--- config.mk ---
export PLATFORM = sky130hd
export DESIGN_NAME = shift_add_multiplier_flat
export DESIGN_NICKNAME = d
export VERILOG_FILES = /design/src/rtl/shift_add_multiplier_if.sv /design/src/rtl/shift_add_multiplier.sv /design/src/flat_wrapper.sv
export SDC_FILE = /design/constraint.sdc
export NUM_CORES = 1
export LEC_CHECK = 0
export CORE_AREA = 4 4 184 186
export DETAILED_ROUTE_END_ITERATION = 8
export DIE_AREA = 0 0 188 190
export PLACE_DENSITY = 0.77
export SLEW_MARGIN = 20
export SYNTH_ARGS = -nofsm -noshare
export SYNTH_HDL_FRONTEND = slang
export SYNTH_SLANG_ARGS = --single-unit
--- constraint.sdc ---
create_clock -name Clock -period 7.6 [get_ports Clock]
set_clock_uncertainty 0.05 [all_clocks]
set_input_delay 1.52 -clock Clock [delete_from_list [all_inputs] [get_ports Clock]]
set_output_delay 1.52 -clock Clock [all_outputs]
set_load 0.02 [all_outputs]
--- src/rtl/shift_add_multiplier_if.sv ---
// shift_add_multiplier_if: operand/result handshake bundle for shift_add_multiplier
interface shift_add_multiplier_if #(parameter int WIDTH = 32);
  localparam int CNT_W = $clog2(WIDTH + 1);
  logic valid_data;
  logic [WIDTH-1:0] a;
  logic [WIDTH-1:0] b;
  logic signed_op;
  logic ack;
  logic ready;
  logic Done_Flag;
  logic [2*WIDTH-1:0] result;
  logic [CNT_W-1:0] calc_cycles;
  modport master (output valid_data, a, b, signed_op, ack, input ready, Done_Flag, result, calc_cycles);
  modport slave (input valid_data, a, b, signed_op, ack, output ready, Done_Flag, result, calc_cycles);
endinterface

--- src/rtl/shift_add_multiplier.sv ---
// shift_add_multiplier: sequential shift-add multiplier, one partial product per clock; define SHIFT_ADD_MULT_EARLY_EXIT_EN to leave CALC once the multiplier is exhausted
module shift_add_multiplier #(parameter int WIDTH = 32) (
  input logic Clock,
  input logic Reset,
  shift_add_multiplier_if.slave bus
);
  localparam int CNT_W = $clog2(WIDTH + 1);
  typedef enum logic [1:0] {IDLE = 2'd0, CALC = 2'd1, DONE = 2'd2} state_t;
  state_t state;
  logic [2*WIDTH-1:0] acc, mcand, acc_n, result_r;
  logic [WIDTH-1:0] mult, mult_n, a_abs, b_abs;
  logic [CNT_W-1:0] cnt, cnt_n, cycles_r;
  logic neg, last, ready_r, done_r;
  // Operand magnitudes and next-iteration datapath values
  always_comb begin
    a_abs = bus.signed_op && bus.a[WIDTH-1] ? -bus.a : bus.a;
    b_abs = bus.signed_op && bus.b[WIDTH-1] ? -bus.b : bus.b;
    acc_n = mult[0] ? acc + mcand : acc;
    mult_n = mult >> 1;
    cnt_n = cnt + 1'b1;
`ifdef SHIFT_ADD_MULT_EARLY_EXIT_EN
    last = cnt_n == CNT_W'(WIDTH) || mult_n == '0;
`else
    last = cnt_n == CNT_W'(WIDTH);
`endif
  end
  // Control FSM with datapath registers and registered handshake outputs
  always_ff @(posedge Clock or posedge Reset) begin
    if (Reset) begin
      state <= IDLE;
      acc <= '0;
      mcand <= '0;
      mult <= '0;
      cnt <= '0;
      neg <= 1'b0;
      result_r <= '0;
      cycles_r <= '0;
      ready_r <= 1'b1;
      done_r <= 1'b0;
    end else begin
      case (state)
        IDLE: if (bus.valid_data) begin
          mcand <= {{WIDTH{1'b0}}, a_abs};
          mult <= b_abs;
          neg <= bus.signed_op & (bus.a[WIDTH-1] ^ bus.b[WIDTH-1]);
          acc <= '0;
          cnt <= '0;
          ready_r <= 1'b0;
          state <= CALC;
        end
        CALC: begin
          acc <= acc_n;
          mcand <= mcand << 1;
          mult <= mult_n;
          cnt <= cnt_n;
          if (last) begin
            result_r <= neg ? -acc_n : acc_n;
            cycles_r <= cnt_n;
            done_r <= 1'b1;
            state <= DONE;
          end
        end
        DONE: if (bus.ack) begin
          done_r <= 1'b0;
          ready_r <= 1'b1;
          state <= IDLE;
        end
        default: begin
          done_r <= 1'b0;
          ready_r <= 1'b1;
          state <= IDLE;
        end
      endcase
    end
  end
  assign bus.ready = ready_r;
  assign bus.Done_Flag = done_r;
  assign bus.result = result_r;
  assign bus.calc_cycles = cycles_r;
endmodule
--- src/flat_wrapper.sv ---
// flat-port wrapper written by rule: the top's interface ports become plain ports
module shift_add_multiplier_flat 
#(parameter int WIDTH = 32)
  (Clock, Reset, bus_valid_data, bus_a, bus_b, bus_signed_op, bus_ack, bus_ready, bus_Done_Flag, bus_result, bus_calc_cycles);
  shift_add_multiplier_if #(.WIDTH(WIDTH)) bus_i ();
  input logic Clock;
  input logic Reset;
  input wire logic [$bits(bus_i.valid_data)-1:0] bus_valid_data;
  input wire logic [$bits(bus_i.a)-1:0] bus_a;
  input wire logic [$bits(bus_i.b)-1:0] bus_b;
  input wire logic [$bits(bus_i.signed_op)-1:0] bus_signed_op;
  input wire logic [$bits(bus_i.ack)-1:0] bus_ack;
  output wire logic [$bits(bus_i.ready)-1:0] bus_ready;
  output wire logic [$bits(bus_i.Done_Flag)-1:0] bus_Done_Flag;
  output wire logic [$bits(bus_i.result)-1:0] bus_result;
  output wire logic [$bits(bus_i.calc_cycles)-1:0] bus_calc_cycles;
  assign bus_i.valid_data = bus_valid_data;
  assign bus_i.a = bus_a;
  assign bus_i.b = bus_b;
  assign bus_i.signed_op = bus_signed_op;
  assign bus_i.ack = bus_ack;
  assign bus_ready = bus_i.ready;
  assign bus_Done_Flag = bus_i.Done_Flag;
  assign bus_result = bus_i.result;
  assign bus_calc_cycles = bus_i.calc_cycles;
  shift_add_multiplier #(.WIDTH(WIDTH)) u_core (.Clock(Clock), .Reset(Reset), .bus(bus_i));
endmodule
==> summary.txt, run 1 <==
Max VDD drop = 372 uV
Minimum clock period = 5.77 ns
Cell mode on critical path = o21ai_1
Die Width = 188 um
DR WL/cell = 19.2 um
Initial antenna violation count = 2
Number of clock sinks = 241
NetSw = 4.90 mW
Setup Fix Bufs, Post-CTS = 0
Rel. slew slack = 0.329
Setup TNS = 0 ns
Max-cap violations = 0
Max incr delay on CP = 0.89 ns
Logic pwr share = 0.609
Ys flop type = dfrtp_1
Register area share after synthesis = 0.350
Slew @ Worst Pin = 0.981 ns
Layout Cells excl Fill = 2,647
Post-synthesis register bit count = 241
Cell area power density = 494 nW/um2
Synth top area share = 0.348
Layout area overhead = 15.4%
H-tree levels = 1
Commonest non-fill, non-tap cells in the layout = 329 x o21ai_0, 302 x nand2_1, 239 x dfrtp_1
Post-synth ARST share = 1.00
Post-Syn Area = 17,200 um2
DRT Pass-1 Iters = 6
Sequential group share of total power = 0.245
First-pass GRT wire length = 81.2 mm
Dpl ws = 1.98 ns
Commonest non-fill, non-tap cell in the layout = o21ai_0
Distinct cells, synth = 88
Num CTS Buffers = 28
# rows = 66
Crit share post-route = 0.760
Mapped Nets = 2,263
Die Span Y = 190 um
Final hold violations = 0
CP Launch Type = register
Drc violations = 0
Final net count = 2,321
Crit-path cells = ha_1 > inv_1 > fa_1 > nor2b_1 > o31a_1 > o21ai_1 > a2111oi_0 > nor2_1 > xnor2_1 > a2111o_1 > nor4_1 > nand4_2 > or4_1 > o31ai_4 > xnor3_1 > o21ai_1
GRT Total Usage = 0.276
WL met1 = 24.1 mm
Hold-fix buffers at CTS = 0
Post-synth EDFFs = 0
CP required = 8.03 ns
Placed cells = 2,595
PnR worst setup slack = 1.83 ns
Clk slew on worst S/H paths = 0.06 ns
Crit path max-delay family = compound AO/OA/AOI/OAI gates
Final Max Slew Viols = 0
Critical Path Stages = 16
Reg2reg setup slack = 1.83 ns
Metal3 WL = 4.96 mm
Reg2Reg Depth = 16
Reg2reg end = u_core.bus.result[63]
Starting Density = 0.534
Vias in the first global route = 15,100
CTS Buffer Depth = 3
Setup Viol. Count Final = 0
RePlAce Congestion = 0.970
Clock root buffer master = clkbuf_16
Hpwl dp = 38.2 mm
CP Capture Type = register
RSZ-0062 raised after global routing = false
Max stage delay cell, worst path = a2111oi_0
Post-Syn Area per Cell = 8.11 um2
Yosys top cell by area = dfrtp_1
Routed WL = 50.8 mm
Top cells by area, synth = dfrtp_1 35%, o21ai_0 9.5%, nand2_1 6.6%
Internal = 4.92 mW
ANT nets after route = 0
Reg-to-Reg Start = u_core.mcand[0]
CTS tree = done
Layout cells sized above 1 = 0.0490
Leak = 8.03 nW
Critical path type = register to register
Ports = 141
Grt ovf = 0
Cells after synthesis = 2,126
Worst Path Max Fanout = 8
CP Data Arrival Time = 6.20 ns
Worst path buffer plus inverter count = 1
Insertion delay to the later sink of the worst-skew pair = 0.56 ns
Number of DRC markers in iteration 0 = 1,431
I/O Buffers = 140
Net Sw Frac = 0.499
Hold Startpoint = u_core.bus.result[30]
Core ar. = 32,300 um2
Post-CTS sizing = 0
Yosys Warn Count = 0
Via count = 16,400
Met2 Wirelength = 21.1 mm
# diodes = 0
Post-Route Utilization = 0.616
Hold Path Depth = 2
Hold Crit Class = register to register
Clock power frac = 0.147
Routed vias/inst = 6.21
Max layer used = met4
Die Area = 35,700 um2
F_max = 0.173 GHz
Status = completed
WHS Endpoint = u_core.bus.result[30]
Largest net degree at the start of global routing = 135
==> sequential cells by signal (all words and copies together), names as in the netlist <==
| register | flops |
|---|---|
| u_core.cnt | 6 |
| u_core.bus.Done_Flag | 1 |
| u_core.neg | 1 |
| u_core.mult | 32 |
| u_core.state | 2 |
| u_core.bus.result | 64 |
| u_core.mcand | 64 |
| u_core.bus.calc_cycles | 6 |
| u_core.acc | 64 |
| u_core.bus.ready | 1 |
==> cell type report <==
cell class,instances,area (um2)
well taps,442,553
clock inverters,11,149
clock buffers,40,857
repair buffers,159,1560
multi-input cells,1722,10600
flip-flops and latches,241,6040
fillers,2841,12400
inverters,32,124
==> tightest hold or removal path, cell delays in order, from the launching register on <==
cell     delay, ns
dfrtp_1       0.34
nand2_1       0.04
o21ai_0       0.05
==> synthesized netlist by cell type (31+ instances only) <==
| cell | count |
|---|---|
| a22oi_1 | 60 |
| inv_1 | 31 |
| a21oi_1 | 132 |
| dfrtp_1 | 240 |
| nand4_1 | 35 |
| nand2_1 | 303 |
| ha_1 | 67 |
| nor2_1 | 122 |
| xor2_1 | 59 |
| clkbuf_1 | 104 |
| nand3_1 | 86 |
| nor3_1 | 36 |
| o21ai_0 | 329 |
| xnor2_1 | 91 |
==> per-layer routing <==
layer	global-route usage	vias up
met1	0.432	7844
li1	-	7895
met2	0.405	656
met4	0.0449	0
met5	0	-
met3	0.0494	42
==> worst max path at each step <==
stage | to | from
after detailed placement | u_core.bus.result[63] | u_core.mcand[0]
after global routing | u_core.bus.result[63] | u_core.mcand[0]
after CTS | u_core.bus.result[63] | u_core.mcand[0]
after global placement | u_core.bus.result[63] | u_core.mcand[0]
after floorplan | u_core.acc[0] | Reset
final | u_core.bus.result[63] | u_core.mcand[0]
==> power groups by stage <==
stage	registers [mW]	logic (mW)	clock network, mW
finish	2.40	5.98	1.44
floorplan	2.27	4.22	0
detailed placement	2.38	5.84	0
CTS	2.37	5.87	1.46
global placement	2.36	5.69	0
global route	2.45	6.59	1.51
==> stage by stage <==
step	hold WS [ns]	instance area, um2	total power, mW
after floorplan	0.397	17300	6.50
after global placement	0.398	18900	8.05
after detailed placement	0.420	18900	8.22
after CTS	0.433	19900	9.69
after global routing	0.447	19900	10.6
final	0.422	19900	9.83
==> logic make-up (layout without fill, tap and decap cells) <==
kind of cell,count (synthesis),after routing,share of synthesized area
mux,34,34,0.0202
flops,241,241,0.350
simple gates,736,736,0.204
compound gates,733,733,0.262
xor+xnor,151,151,0.0775
fa+ha+maj,68,68,0.0498
buf+inv,163,242,0.0367
Power figures use the tool's default switching activity.
==> run 2, diff against run 1 <==
==> constraint.sdc (replaced) <==
create_clock -name Clock -period 4.8 [get_ports Clock]
set_clock_uncertainty 0.05 [all_clocks]
set_input_delay 0.96 -clock Clock [delete_from_list [all_inputs] [get_ports Clock]]
set_output_delay 0.96 -clock Clock [all_outputs]
set_load 0.02 [all_outputs]
==> run 2 against run 1 <==
First-iteration DRC count increased by 9.2%. Final area grew 9.3%. Sequential power is 58% higher. Sequential share of layout area fell by 2.6 points. Core utilization grew 5.7 points. Wire length up 11%. Global-route usage grew 2.7 points. Critical path depth up 5. Sequential cell count did not move. Largest power group unchanged.
==> summary.txt, run 2 (same netlist as run 1, synthesis figures left out) <==
GRT Total Usage = 0.302 (+0.0266)
Setup Viol. Count Final = 0 (unchanged)
Footprint of the multi-input gates = 10,900 um2 (+2.8%)
ANT nets after route = 0 (unchanged)
Routed vias/inst = 6.11 (-1.6%)
Hpwl dp = 43.0 mm (+13%)
Starting Density = 0.534 (unchanged)
CP required = 5.19 ns (-2.84 ns)
Crit path max-delay family = simple AND/OR/NAND/NOR gates
F_max = 0.213 GHz (+23%)
Placement Cell Area = 20,400 um2 (+8.1%)
Status = completed
Number of clock sinks = 241 (unchanged)
WHS Endpoint = u_core.bus.calc_cycles[5]
Final hold violations = 0 (unchanged)
Via count = 17,400 (+6.0%)
Register Area = 6040 um2 (unchanged)
Drc violations = 0 (unchanged)
Max VDD drop = 408 uV (+9.4%)
Placed cells = 2,789 (+7.5%)
Max stage delay cell, worst path = or4b_4
Minimum clock period = 4.70 ns (-1.08 ns)
Num CTS Buffers = 28 (unchanged)
CTS tree = done
First-pass GRT wire length = 87.9 mm (+8.2%)
I/O Buffers = 140 (unchanged)
Final net count = 2,527 (+8.9%)
Vias in the first global route = 16,100 (+6.5%)
Crit-path cells = ha_2 > inv_1 > fa_2 > nand2_1 > o21ai_2 > ha_1 > inv_1 > a211oi_2 > o2111ai_2 > nor4_2 > buf_4 > nand4_1 > nor4_2 > nand3_1 > nor4_2 > buf_4 > and4_4 > or4b_4 > o41ai_4 > xnor2_1 > o21ai_1
Post-route cell area = 21,700 um2 (+9.3%)
Final hold slack = 0.420 ns (-0.00167 ns)
Cell area power density = 816 nW/um2 (+65%)
Layout cells sized above 1 = 0.151 (+0.102)
Core ar. = 32,300 um2 (unchanged)
Hold-fix buffers at CTS = 0 (unchanged)
Power, Total = 17.8 mW (+81%)
Cell mode on critical path = nor4_2
# fillers = 2,662 (-6.3%)
Die Span Y = 190 um (unchanged)
Layout area overhead = 26.1%
Max incr delay on CP = 0.54 ns (-0.35 ns)
Worst path buffer plus inverter count = 4 (+3)
Routed WL = 56.2 mm (+11%)
Hold Startpoint = u_core.bus.calc_cycles[5]
Commonest non-fill, non-tap cell in the layout = o21ai_0
Reg-to-Reg Start = u_core.acc[0]
Final Max Slew Viols = 0 (unchanged)
Insertion delay to the later sink of the worst-skew pair = 0.56 ns (about the same)
PnR worst setup slack = 0.103 ns (-1.72 ns)
Leak = 9.08 nW (+13%)
Layout Cells excl Fill = 2,852 (+7.7%)
Grt ovf = 0 (unchanged)
Clock root buffer master = clkbuf_16
Die Width = 188 um (unchanged)
DR WL/cell = 19.7 um (+2.8%)
H-tree levels = 1 (unchanged)
Dpl ws = -0.411 ns (-2.39 ns)
Slew @ Worst Pin = 1.06 ns (+0.0790 ns)
Setup TNS = 0 ns (unchanged)
Number of DRC markers in iteration 0 = 1,562 (+9.2%)
DRT Pass-1 Iters = 5 (-1)
Worst Path Max Fanout = 4 (-4)
# diodes = 0 (unchanged)
CP Data Arrival Time = 5.09 ns (-1.11 ns)
Die Area = 35,700 um2 (unchanged)
Largest net degree at the start of global routing = 122 (-9.6%)
CTS Buffer Depth = 3 (unchanged)
Max-cap violations = 0 (unchanged)
Initial antenna violation count = 1 (-1)
Reg2Reg Depth = 21 (+5)
CP Capture Type = register
Critical path type = register to register
RSZ-0062 raised after global routing = true
Hold Path Depth = 1 (-1)
# rows = 66 (unchanged)
Reg2reg end = u_core.bus.result[62]
Reg2reg setup slack = 0.10 ns (-1.72 ns)
Rel. slew slack = 0.287 (-0.0418)
Crit share post-route = 0.979 (+0.219)
Commonest non-fill, non-tap cells in the layout = 318 x o21ai_0, 302 x nand2_1, 239 x dfrtp_1
Ports = 141 (unchanged)
Hold Crit Class = register to register
Clk slew on worst S/H paths = 0.07 ns (about the same)
RePlAce Congestion = 0.991 (+2.1%)
Post-Route Utilization = 0.674 (+0.0572)
CP Launch Type = register
[run 2: changes by cell type in the layout (fill, tap and decap cells not counted), moves of 6 or more]
cell | before | now
o21ai_2 | 0 | 9
buf_4 | 18 | 219
nor4_1 | 18 | 12
o21ai_0 | 329 | 318
[run 2: how the worst max path moves through the flow]
stage,slack [ns],to,start,depth (start not counted)
6_report,0.10,u_core.bus.result[62],u_core.acc[0],21
4_1_cts,-0.06,u_core.bus.result[62],u_core.mcand[0],20
5_1_grt,-0.12,u_core.bus.result[62],u_core.acc[0],21
3_3_place_gp,-0.37,u_core.bus.result[63],u_core.mcand[0],18
2_1_floorplan,0.16,u_core.bus.result[63],u_core.mcand[0],17
3_5_place_dp,-0.41,u_core.bus.result[63],u_core.acc[0],18
[run 2: final cells by class]
| cell class | instances | area share |
|---|---|---|
| multi-input combinational | 1722 | 0.502 |
| sequential | 241 | 0.278 |
| timing repair buffer | 365 | 0.145 |
| clock buffer | 35 | 0.0353 |
| tap | 442 | 0.0254 |
| clock inverter | 15 | 0.00921 |
| inverter | 32 | 0.00570 |
[run 2: report_power, final]
group          total, mW  internal [mW]  switching (mW)
logic               11.7           4.96            6.77
clock network       2.24           1.35           0.891
registers           3.78           2.88           0.904
total               17.8           9.19            8.56
[run 2: layer usage]
layer  track usage  part of all wire  vias up
li1              -                 -     8291
met1         0.480              0.48     8358
met3        0.0613              0.10       72
met4        0.0551             0.017        0
met2         0.427              0.41      697
met5             0                 0        -
[run 2: repair_timing]
action / CTS / global route
cloned: 0 / 0
pin swaps: 4 / 29
setup buffers: 2 / 11
endpoints found under the setup margin: 16 / 22
resized for setup: 7 / 64
==> run 3, diff against run 2 <==
--- a/config.mk
+++ b/config.mk
@@ -5,6 +5,7 @@
 export SDC_FILE = /design/constraint.sdc
 export NUM_CORES = 1
 export LEC_CHECK = 0
+export CAP_MARGIN = 20
 export CORE_AREA = 4 4 184 186
 export DETAILED_ROUTE_END_ITERATION = 8
 export DIE_AREA = 0 0 188 190
==> results of run 3 <==
Final layout, timing and power as in run 2 (identical DEF).
